$ cat config.mk
export PLATFORM = sky130hd
export DESIGN_NAME = ha_result_packer
export DESIGN_NICKNAME = d
export VERILOG_FILES = /design/src/rtl/ha_result_packer.sv
export SDC_FILE = /design/constraint.sdc
export NUM_CORES = 1
export LEC_CHECK = 0
export BUFFER_PORTS_ARGS = -buffer_cell sky130_fd_sc_hd__buf_4
export CORE_ASPECT_RATIO = 1.75
export CORE_MARGIN = 5
export CORE_UTILIZATION = 39
export CTS_CLUSTER_DIAMETER = 30
export DETAILED_ROUTE_END_ITERATION = 6
export GPL_TIMING_DRIVEN = 1
export SLEW_MARGIN = 20
export SYNTH_ARGS = -nofsm -noshare
export SYNTH_HDL_FRONTEND = slang
export SYNTH_SLANG_ARGS = --single-unit
$ cat constraint.sdc
create_clock -name clock -period 3.6 [get_ports clock]
set_clock_uncertainty 0.1 [all_clocks]
set_input_delay 0.72 -clock clock [delete_from_list [all_inputs] [get_ports clock]]
set_output_delay 0.72 -clock clock [all_outputs]
set_load 0.1 [all_outputs]
$ cat src/rtl/ha_result_packer.sv
// Packs half-adder (sum, cout) results into WORD_W-bit words with carry count,
// parity and a sticky illegal-result flag, presented on a one-word valid/ready slot.
module ha_result_packer #(
  parameter int unsigned WORD_W = 8,
  parameter int unsigned CNT_W  = 4
) (
  input  logic              clock,
  input  logic              reset,
  input  logic              in_valid,
  output logic              in_ready,
  input  logic              in_sum,
  input  logic              in_cout,
  input  logic              flush,
  output logic              out_valid,
  input  logic              out_ready,
  output logic [WORD_W-1:0] out_word,
  output logic [CNT_W-1:0]  out_len,
  output logic [CNT_W-1:0]  out_carry_cnt,
  output logic              out_ep,
  output logic              out_op,
  output logic              err_illegal
);

  typedef enum logic {S_FILL, S_FULL} state_t;

  state_t              state, state_n;
  logic [CNT_W-1:0]    cnt, cnt_n;
  logic [WORD_W-1:0]   acc_word, acc_word_n;
  logic [CNT_W-1:0]    car, car_n;
  logic                in_ready_n;
  logic                out_valid_n;
  logic [WORD_W-1:0]   out_word_n;
  logic [CNT_W-1:0]    out_len_n;
  logic [CNT_W-1:0]    out_carry_cnt_n;
  logic                out_ep_n;
  logic                out_op_n;
  logic                err_n;

  logic                accept;
  logic                slot_free;
  logic                emit;
  logic                load;
  logic [WORD_W-1:0]   fill_word;
  logic [CNT_W-1:0]    fill_len;
  logic [CNT_W-1:0]    fill_car;
  logic [WORD_W-1:0]   ld_word;
  logic [CNT_W-1:0]    ld_len;
  logic [CNT_W-1:0]    ld_car;

  // State and all registered outputs
  always_ff @(posedge clock or negedge reset) begin
    if (!reset) begin
      state         <= S_FILL;
      cnt           <= '0;
      acc_word      <= '0;
      car           <= '0;
      in_ready      <= 1'b0;
      out_valid     <= 1'b0;
      out_word      <= '0;
      out_len       <= '0;
      out_carry_cnt <= '0;
      out_ep        <= 1'b0;
      out_op        <= 1'b0;
      err_illegal   <= 1'b0;
    end else begin
      state         <= state_n;
      cnt           <= cnt_n;
      acc_word      <= acc_word_n;
      car           <= car_n;
      in_ready      <= in_ready_n;
      out_valid     <= out_valid_n;
      out_word      <= out_word_n;
      out_len       <= out_len_n;
      out_carry_cnt <= out_carry_cnt_n;
      out_ep        <= out_ep_n;
      out_op        <= out_op_n;
      err_illegal   <= err_n;
    end
  end

  // Next-state, packing and output-slot logic
  always_comb begin
    state_n         = state;
    cnt_n           = cnt;
    acc_word_n      = acc_word;
    car_n           = car;
    out_valid_n     = out_valid;
    out_word_n      = out_word;
    out_len_n       = out_len;
    out_carry_cnt_n = out_carry_cnt;
    out_ep_n        = out_ep;
    out_op_n        = out_op;
    err_n           = err_illegal;
    emit            = 1'b0;
    load            = 1'b0;
    ld_word         = acc_word;
    ld_len          = cnt;
    ld_car          = car;

    accept    = in_valid && in_ready && (state == S_FILL);
    slot_free = !out_valid || out_ready;
    // Upper bits of acc_word are always zero, so OR-ing places the bit at index cnt
    fill_word = acc_word | (accept ? (WORD_W'(in_sum) << cnt) : '0);
    fill_len  = cnt + CNT_W'(accept);
    fill_car  = car + CNT_W'(accept && in_cout);

    if (out_valid && out_ready) out_valid_n = 1'b0;
    if (accept && in_sum && in_cout) err_n = 1'b1;

    case (state)
      S_FILL: begin
        emit = (fill_len == CNT_W'(WORD_W)) || (flush && (fill_len != '0));
        if (emit && slot_free) begin
          load    = 1'b1;
          ld_word = fill_word;
          ld_len  = fill_len;
          ld_car  = fill_car;
        end else begin
          acc_word_n = fill_word;
          cnt_n      = fill_len;
          car_n      = fill_car;
          if (emit) state_n = S_FULL;
        end
      end
      S_FULL: begin
        // Completed word waits in the packing registers until the slot frees
        if (slot_free) begin
          load    = 1'b1;
          state_n = S_FILL;
        end
      end
      default: state_n = S_FILL;
    endcase

    if (load) begin
      out_valid_n     = 1'b1;
      out_word_n      = ld_word;
      out_len_n       = ld_len;
      out_carry_cnt_n = ld_car;
      out_ep_n        = ^ld_word;
      out_op_n        = ~^ld_word;
      acc_word_n      = '0;
      cnt_n           = '0;
      car_n           = '0;
    end

    in_ready_n = (state_n == S_FILL);
  end

endmodule

==> flow_metrics.py, run 1 <==
metrics = {
    "cts": {
        "clock_tree.buffer_depth": 2,
        "cts-hold-fix-buffers": 0,
        "clk_latency_ns": 0.29,
        "cts_tree": "done",
        "cts_buffers": 5,
        "clock-sinks": 38,
        "postCtsSetupRepairBufs": 0,
        "cts_resized": 0,
        "htreeDepth": 2,
        "cts.clk_slew.worst_paths_ns": 0.07,
        "cts_root_buf": "clkbuf_8",
    },
    "sta": {
        "max_slew_margin_pct": 65.58,
        "rsz0062_at_grt": "false",
        "fmax_mhz": 315.3,
        "finalMaxSlewViolations": 0,
        "setup-tns-final_ns": 0,
        "hold_viol": 0,
        "period_needed_ns": 3.172,
        "fin_crit_sh_pct": 88.10,
        "worst_pin_slew_ns": 0.5144,
        "finalSetupViolCount": 0,
    },
    "yosys": {
        "synth_fp_nets": 226,
        "ys_ff_latch": 38,
        "syn-cell-area_um2": 2026,
        "yosysWarnings": 0,
        "syn_area_per_cell_um2": 9.422,
        "ys_types": 41,
        "async_flop_share_pct": 100.0,
        "ys_seq_area_share_pct": 46.94,
        "synthCells": 215,
        "synth_edf_count": 0,
        "synth_ff_type": "dfrtp_1",
    },
    "outcome": {
        "status": "finished clean",
    },
    "finish": {
        "nFillCells": 516,
        "mostFrequentLayoutCells": "buf_4, dfrtp_1, nor2_1",
        "final_nets": 260,
        "post-route-cell-area_um2": 2426,
        "stdcell_count": 304,
        "layout-drive-gt1-share_pct": 20.40,
        "antenna_cells": 0,
        "syn_to_final_growth_pct": 19.77,
        "final_common_cell": "buf_4",
    },
    "floorplan": {
        "core_region_area_um2": 5020,
        "rows": 34,
        "initial_utilization_pct": 40.35,
        "die_h_um": 105.3,
        "chipWidth_um": 64.48,
        "ios": 28,
        "die_area_um2": 6792,
    },
    "setup_path": {
        "path_class": "input port to flip-flop",
        "endpoint_kind": "flip-flop",
        "critPathArrivalTime_ns": 3.25,
        "required_ns": 3.68,
        "crit_path_max_incr_delay_ns": 0.34,
        "cpMaxStageDelayCell": "or3_1",
        "start_kind": "input port",
        "path_cells": "buf_4 -> nand3b_1 -> inv_1 -> ha_1 -> ha_1 -> xor2_1 -> or3_1 -> buf_4 -> o2111ai_2 -> mux2i_1 -> xnor2_1 -> xnor2_1 -> mux2_4",
        "path_max_fanout": 5,
    },
    "grt": {
        "grt_overflow_total": 0,
        "antenna_found_initial": 0,
        "grt_pass1_vias": 1522,
        "grt_pass1_wl_um": 7376,
        "grt_max_degree": 39,
        "track_usage_pct": 14.13,
    },
    "detailed_routing": {
        "drt_first_pass_iters": 5,
        "wl_um": 4481,
        "route.detailed.wl_per_inst_um": 14.74,
        "post-route-drc-count": 0,
        "num_vias": 1612,
        "vias_per_cell": 5.303,
        "drt-initial-drc-count": 34,
        "ant_nets": 0,
    },
    "placement": {
        "port_buffers": 27,
        "gp_congestion": 0.8503,
        "place_inst": 296,
        "hpwl_um": 3402,
        "placed_area_um2": 2320,
    },
    "pwr": {
        "intPower_mw": 1.187,
        "p_sw_mw": 1.288,
        "power_frac_comb_pct": 60.3,
        "p_clk_share_pct": 14.2,
        "leakagePower_nw": 1.152,
        "p_sw_share_pct": 52.04,
        "cellPowerDensity_nw_per_um2": 1020,
        "pwr-share-seq_pct": 25.5,
        "ir_worst_vdd_mv": 0.4765,
    },
    "run": {
        "maxCapViolations": 0,
    },
    "min_path": {
        "hold_path_class": "input port to async pin",
    },
}
-- worst paths after layout --
path | start | end | slack (ns) | depth (start not counted)
setup / recovery | in_valid | out_op$_DFFE_PN0N_ | 0.43 | 13
hold / removal | reset | out_ep$_DFFE_PN0N_ | 0.29 | 1
setup reg to reg | in_ready$_DFF_PN0_ | out_op$_DFFE_PN0N_ | 0.55 | 12
hold reg to reg | err_illegal$_DFFE_PN0P_ | err_illegal$_DFFE_PN0P_ | 0.37 | 1
max in group asynchronous | reset | out_len[2]$_DFFE_PN0N_ | 2.79 | 1
min in group clock | err_illegal$_DFFE_PN0P_ | err_illegal$_DFFE_PN0P_ | 0.37 | 1
-- flip-flops by register name, indices dropped and copies added, names as in the netlist --
signal,count
out_len,4
in_ready,1
out_valid,1
out_ep,1
err_illegal,1
state,1
out_op,1
out_carry_cnt,4
cnt,4
acc_word,8
car,4
out_word,8
-- synth_stat cells (2+ instances only) --
| cell type | count | share of area [%] |
|---|---|---|
| dfrtp_1 | 38 | 47 |
| nor2_1 | 26 | 4.8 |
| nand2_1 | 25 | 4.6 |
| a21oi_1 | 15 | 3.7 |
| o21ai_1 | 15 | 3.7 |
| mux2i_1 | 13 | 6.4 |
| nand3_1 | 8 | 2.0 |
| xor2_1 | 7 | 3.0 |
| buf_2 | 5 | 1.2 |
| nand2b_1 | 5 | 1.5 |
| xnor2_1 | 5 | 2.2 |
| a31oi_1 | 4 | 1.2 |
| clkbuf_1 | 4 | 0.74 |
| ha_1 | 4 | 2.5 |
| and2_1 | 3 | 0.93 |
| inv_1 | 3 | 0.56 |
| nor2b_1 | 3 | 0.93 |
| o2111ai_1 | 3 | 1.3 |
| or3_1 | 3 | 0.93 |
| buf_4 | 2 | 0.74 |
| nand3b_1 | 2 | 0.74 |
| nor3_1 | 2 | 0.49 |
| o21ai_0 | 2 | 0.49 |
-- power by group through the flow --
stage               clock (mW)  combinational (mW)  sequential, mW
floorplan                    0               0.658            1.13
global route             0.378                1.61           0.651
finish                   0.352                1.49           0.630
detailed placement           0                1.50           0.640
CTS                      0.364                1.50           0.633
global placement             0                1.49           0.635
-- critical path: cells and delay by family --
| kind | cells | cell delay (ns) |
|---|---|---|
| buf+inv | 3 | 0.34 |
| compound gates | 1 | 0.21 |
| fa+ha+maj | 2 | 0.45 |
| xor+xnor | 3 | 0.50 |
| simple gates | 2 | 0.43 |
| mux | 2 | 0.60 |
-- cell families (layout without fill, tap and decap cells) --
group	count (synthesis)	in the layout	share of synthesized area (%)
xor gates and xnor gates	12	12	5.188
DFF	38	38	46.94
and+or+nand+nor	83	83	19.58
AOI/OAI and AO/OA	49	49	14.82
buffers and inverters	15	50	3.829
adders and majority gates	4	4	2.471
muxes	14	14	7.164
-- layer usage --
metal	vias to the layer above	track usage (%)	share of wire [%]
li1	814	-	-
met1	757	16.85	43
met2	33	23.96	51
met3	8	2.982	3.6
met4	0	6.505	2.5
met5	-	0	0
-- layout make-up --
cell class | count | area (um^2) | share of cell area, %
Clock buffer | 7 | 76.32 | 3.146
Clock inverter | 1 | 30.03 | 1.238
Inverter | 3 | 11.26 | 0.4642
Multi-Input combinational cell | 162 | 997.2 | 41.10
Sequential cell | 38 | 950.9 | 39.20
Tap cell | 54 | 67.56 | 2.785
Timing Repair Buffer | 39 | 292.8 | 12.07
-- stage by stage --
| stage | worst slack, ns | util (%) | hold WS (ns) | total power [mW] |
|---|---|---|---|---|
| after floorplan | 0.1947 | - | 0.3244 | 1.790 |
| after global placement | 0.2419 | 46.21 | 0.3480 | 2.126 |
| after detailed placement | 0.2199 | 46.21 | 0.3588 | 2.139 |
| after CTS | 0.4386 | 48.33 | 0.2972 | 2.500 |
| after global routing | 0.3584 | 48.33 | 0.3257 | 2.641 |
| final | 0.4284 | 48.33 | 0.2874 | 2.476 |
No activity file was read; power rests on OpenSTA's default activity.
==> run 2, diff against run 1 <==
CTS_BUF_LIST = sky130_fd_sc_hd__clkbuf_4 sky130_fd_sc_hd__clkbuf_8   (was default)
==> run 2 against run 1 <==
Compared with the run above:
- largest power group unchanged
- die area did not move
- core utilization rose by 0.15 points
- largest cell class unchanged
- setup slack improved by 0.0029 ns
- routed wire length fell by 0.27%
- sequential share of layout area fell by 0.12 points
- power rose by 0.59%
- cell count did not move
- flip-flop and latch count did not move
- first-iteration DRC count rose by 32%
==> flow_metrics.py, run 2 (synthesis gave the netlist of run 1 again) <==
metrics = {
    "setup_path": {
        "reg2reg_to": "out_op$_DFFE_PN0N_",
        "start_kind": "input port",
        "path_max_fanout": 5,
        "crit_buf_inv": 3,
        "r2r_start": "in_ready$_DFF_PN0_",
        "path_class": "input port to flip-flop",
        "ff2ff_path_depth": 12,
        "crit_path_max_incr_delay_ns": 0.34,
        "cpMaxStageDelayCell": "or3_1",
        "cp-startpoint": "in_valid",
        "required_ns": 3.68,
        "endpoint_kind": "flip-flop",
        "path_cells": "buf_4 -> nand3b_1 -> inv_1 -> ha_1 -> ha_1 -> xor2_1 -> or3_1 -> buf_4 -> o2111ai_2 -> mux2i_1 -> xnor2_1 -> xnor2_1 -> mux2_4",
        "r2r_setup_slack_ns": 0.55,
        "critPathArrivalTime_ns": 3.25,
        "cp_top_family": "multiplexers",
    },
    "detailed_routing": {
        "vias_per_cell": 5.270,
        "drt-initial-drc-count": 45,
        "num_vias": 1602,
        "route.detailed.wl_per_inst_um": 14.70,
        "ant_nets": 0,
        "drt_first_pass_iters": 4,
        "wl_um": 4469,
        "post-route-drc-count": 0,
    },
    "sta": {
        "finalMaxSlewViolations": 0,
        "fin_crit_sh_pct": 88.02,
        "setup-tns-final_ns": 0,
        "rsz0062_at_grt": "false",
        "worst_pin_slew_ns": 0.5157,
        "setup_ws_ns": 0.4313,
        "max_slew_margin_pct": 65.50,
        "hold_viol": 0,
        "period_needed_ns": 3.169,
        "fmax_mhz": 315.6,
        "finalSetupViolCount": 0,
    },
    "finish": {
        "stdcell_count": 304,
        "final_nets": 260,
        "layout-drive-gt1-share_pct": 21.20,
        "final_common_cell": "buf_4",
        "register_area_um2": 950.9,
        "final_util_pct": 48.48,
        "mostFrequentLayoutCells": "buf_4, dfrtp_1, nor2_1",
        "antenna_cells": 0,
        "multi_input_area_um2": 997.2,
        "syn_to_final_growth_pct": 20.14,
        "post-route-cell-area_um2": 2434,
        "nFillCells": 516,
        "reg_top3": "acc_word x8, out_word x8",
    },
    "placement": {
        "port_buffers": 27,
        "dp_slack_ns": 0.2199,
        "gp_congestion": 0.8503,
        "placed_area_um2": 2320,
        "place_inst": 296,
        "hpwl_um": 3402,
    },
    "cts": {
        "clock-sinks": 38,
        "postCtsSetupRepairBufs": 0,
        "cts_tree": "done",
        "cts_buffers": 5,
        "cts.clk_slew.worst_paths_ns": 0.07,
        "clk_latency_ns": 0.29,
        "clock_tree.buffer_depth": 2,
        "cts_resized": 0,
        "cts-hold-fix-buffers": 0,
        "cts_root_buf": "clkbuf_8",
        "htreeDepth": 2,
    },
    "floorplan": {
        "die_area_um2": 6792,
        "ios": 28,
        "chipWidth_um": 64.48,
        "rows": 34,
        "core_region_area_um2": 5020,
        "initial_utilization_pct": 40.35,
        "die_h_um": 105.3,
    },
    "grt": {
        "grt_max_degree": 39,
        "track_usage_pct": 14.11,
        "grt_pass1_wl_um": 7362,
        "grt_overflow_total": 0,
        "antenna_found_initial": 0,
        "grt_pass1_vias": 1524,
    },
    "min_path": {
        "hold_path_class": "input port to async pin",
    },
    "pwr": {
        "power_frac_comb_pct": 60.0,
        "p_clk_share_pct": 14.7,
        "intPower_mw": 1.202,
        "p_sw_mw": 1.288,
        "cellPowerDensity_nw_per_um2": 1023,
        "ir_worst_vdd_mv": 0.4764,
        "p_sw_share_pct": 51.71,
        "leakagePower_nw": 1.158,
        "pwr-share-seq_pct": 25.3,
    },
    "outcome": {
        "status": "finished clean",
    },
    "run": {
        "maxCapViolations": 0,
    },
}
run 2: changes by cell type in the layout (fill, tap and decap cells not counted):
cell      change
clkbuf_1      -2
clkbuf_4      +2
run 2: how the worst max path moves through the flow:
stage / endpoint / slack, ns / cells after the start
floorplan: out_op$_DFFE_PN0N_ / 0.19 / 11
global placement: out_op$_DFFE_PN0N_ / 0.24 / 13
detailed placement: out_op$_DFFE_PN0N_ / 0.22 / 13
CTS: out_op$_DFFE_PN0N_ / 0.44 / 13
global route: out_op$_DFFE_PN0N_ / 0.36 / 13
finish: out_op$_DFFE_PN0N_ / 0.43 / 13
run 2: final cells by class:
cell class                 count  share of cell area [%]
multi-input combinational    162                   40.98
sequential                    38                   39.07
timing repair buffer          39                   12.03
clock buffer                   7                   3.445
tap                           54                   2.776
clock inverter                 1                   1.234
inverter                       3                  0.4627
run 2: metrics by stage:
stage                     total power, mW  hold WS [ns]
after detailed placement            2.139        0.3588
after floorplan                     1.790        0.3244
after CTS                           2.515        0.2978
final                               2.490        0.2866
after global placement              2.126        0.3480
after global routing                2.655        0.3261
run 2: power by group through the flow:
stage | sequential (mW) | clock, mW | combinational, mW
floorplan | 1.13 | 0 | 0.658
global placement | 0.635 | 0 | 1.49
detailed placement | 0.640 | 0 | 1.50
CTS | 0.633 | 0.378 | 1.50
global route | 0.651 | 0.392 | 1.61
finish | 0.631 | 0.367 | 1.49
run 2: layer usage:
layer / GRT usage, % / vias to the layer above / part of all wire (%)
met5: 0 / - / 0
met4: 6.505 / 0 / 2.5
met3: 2.982 / 8 / 3.7
met2: 23.96 / 32 / 51
met1: 16.78 / 752 / 43
li1: - / 810 / -
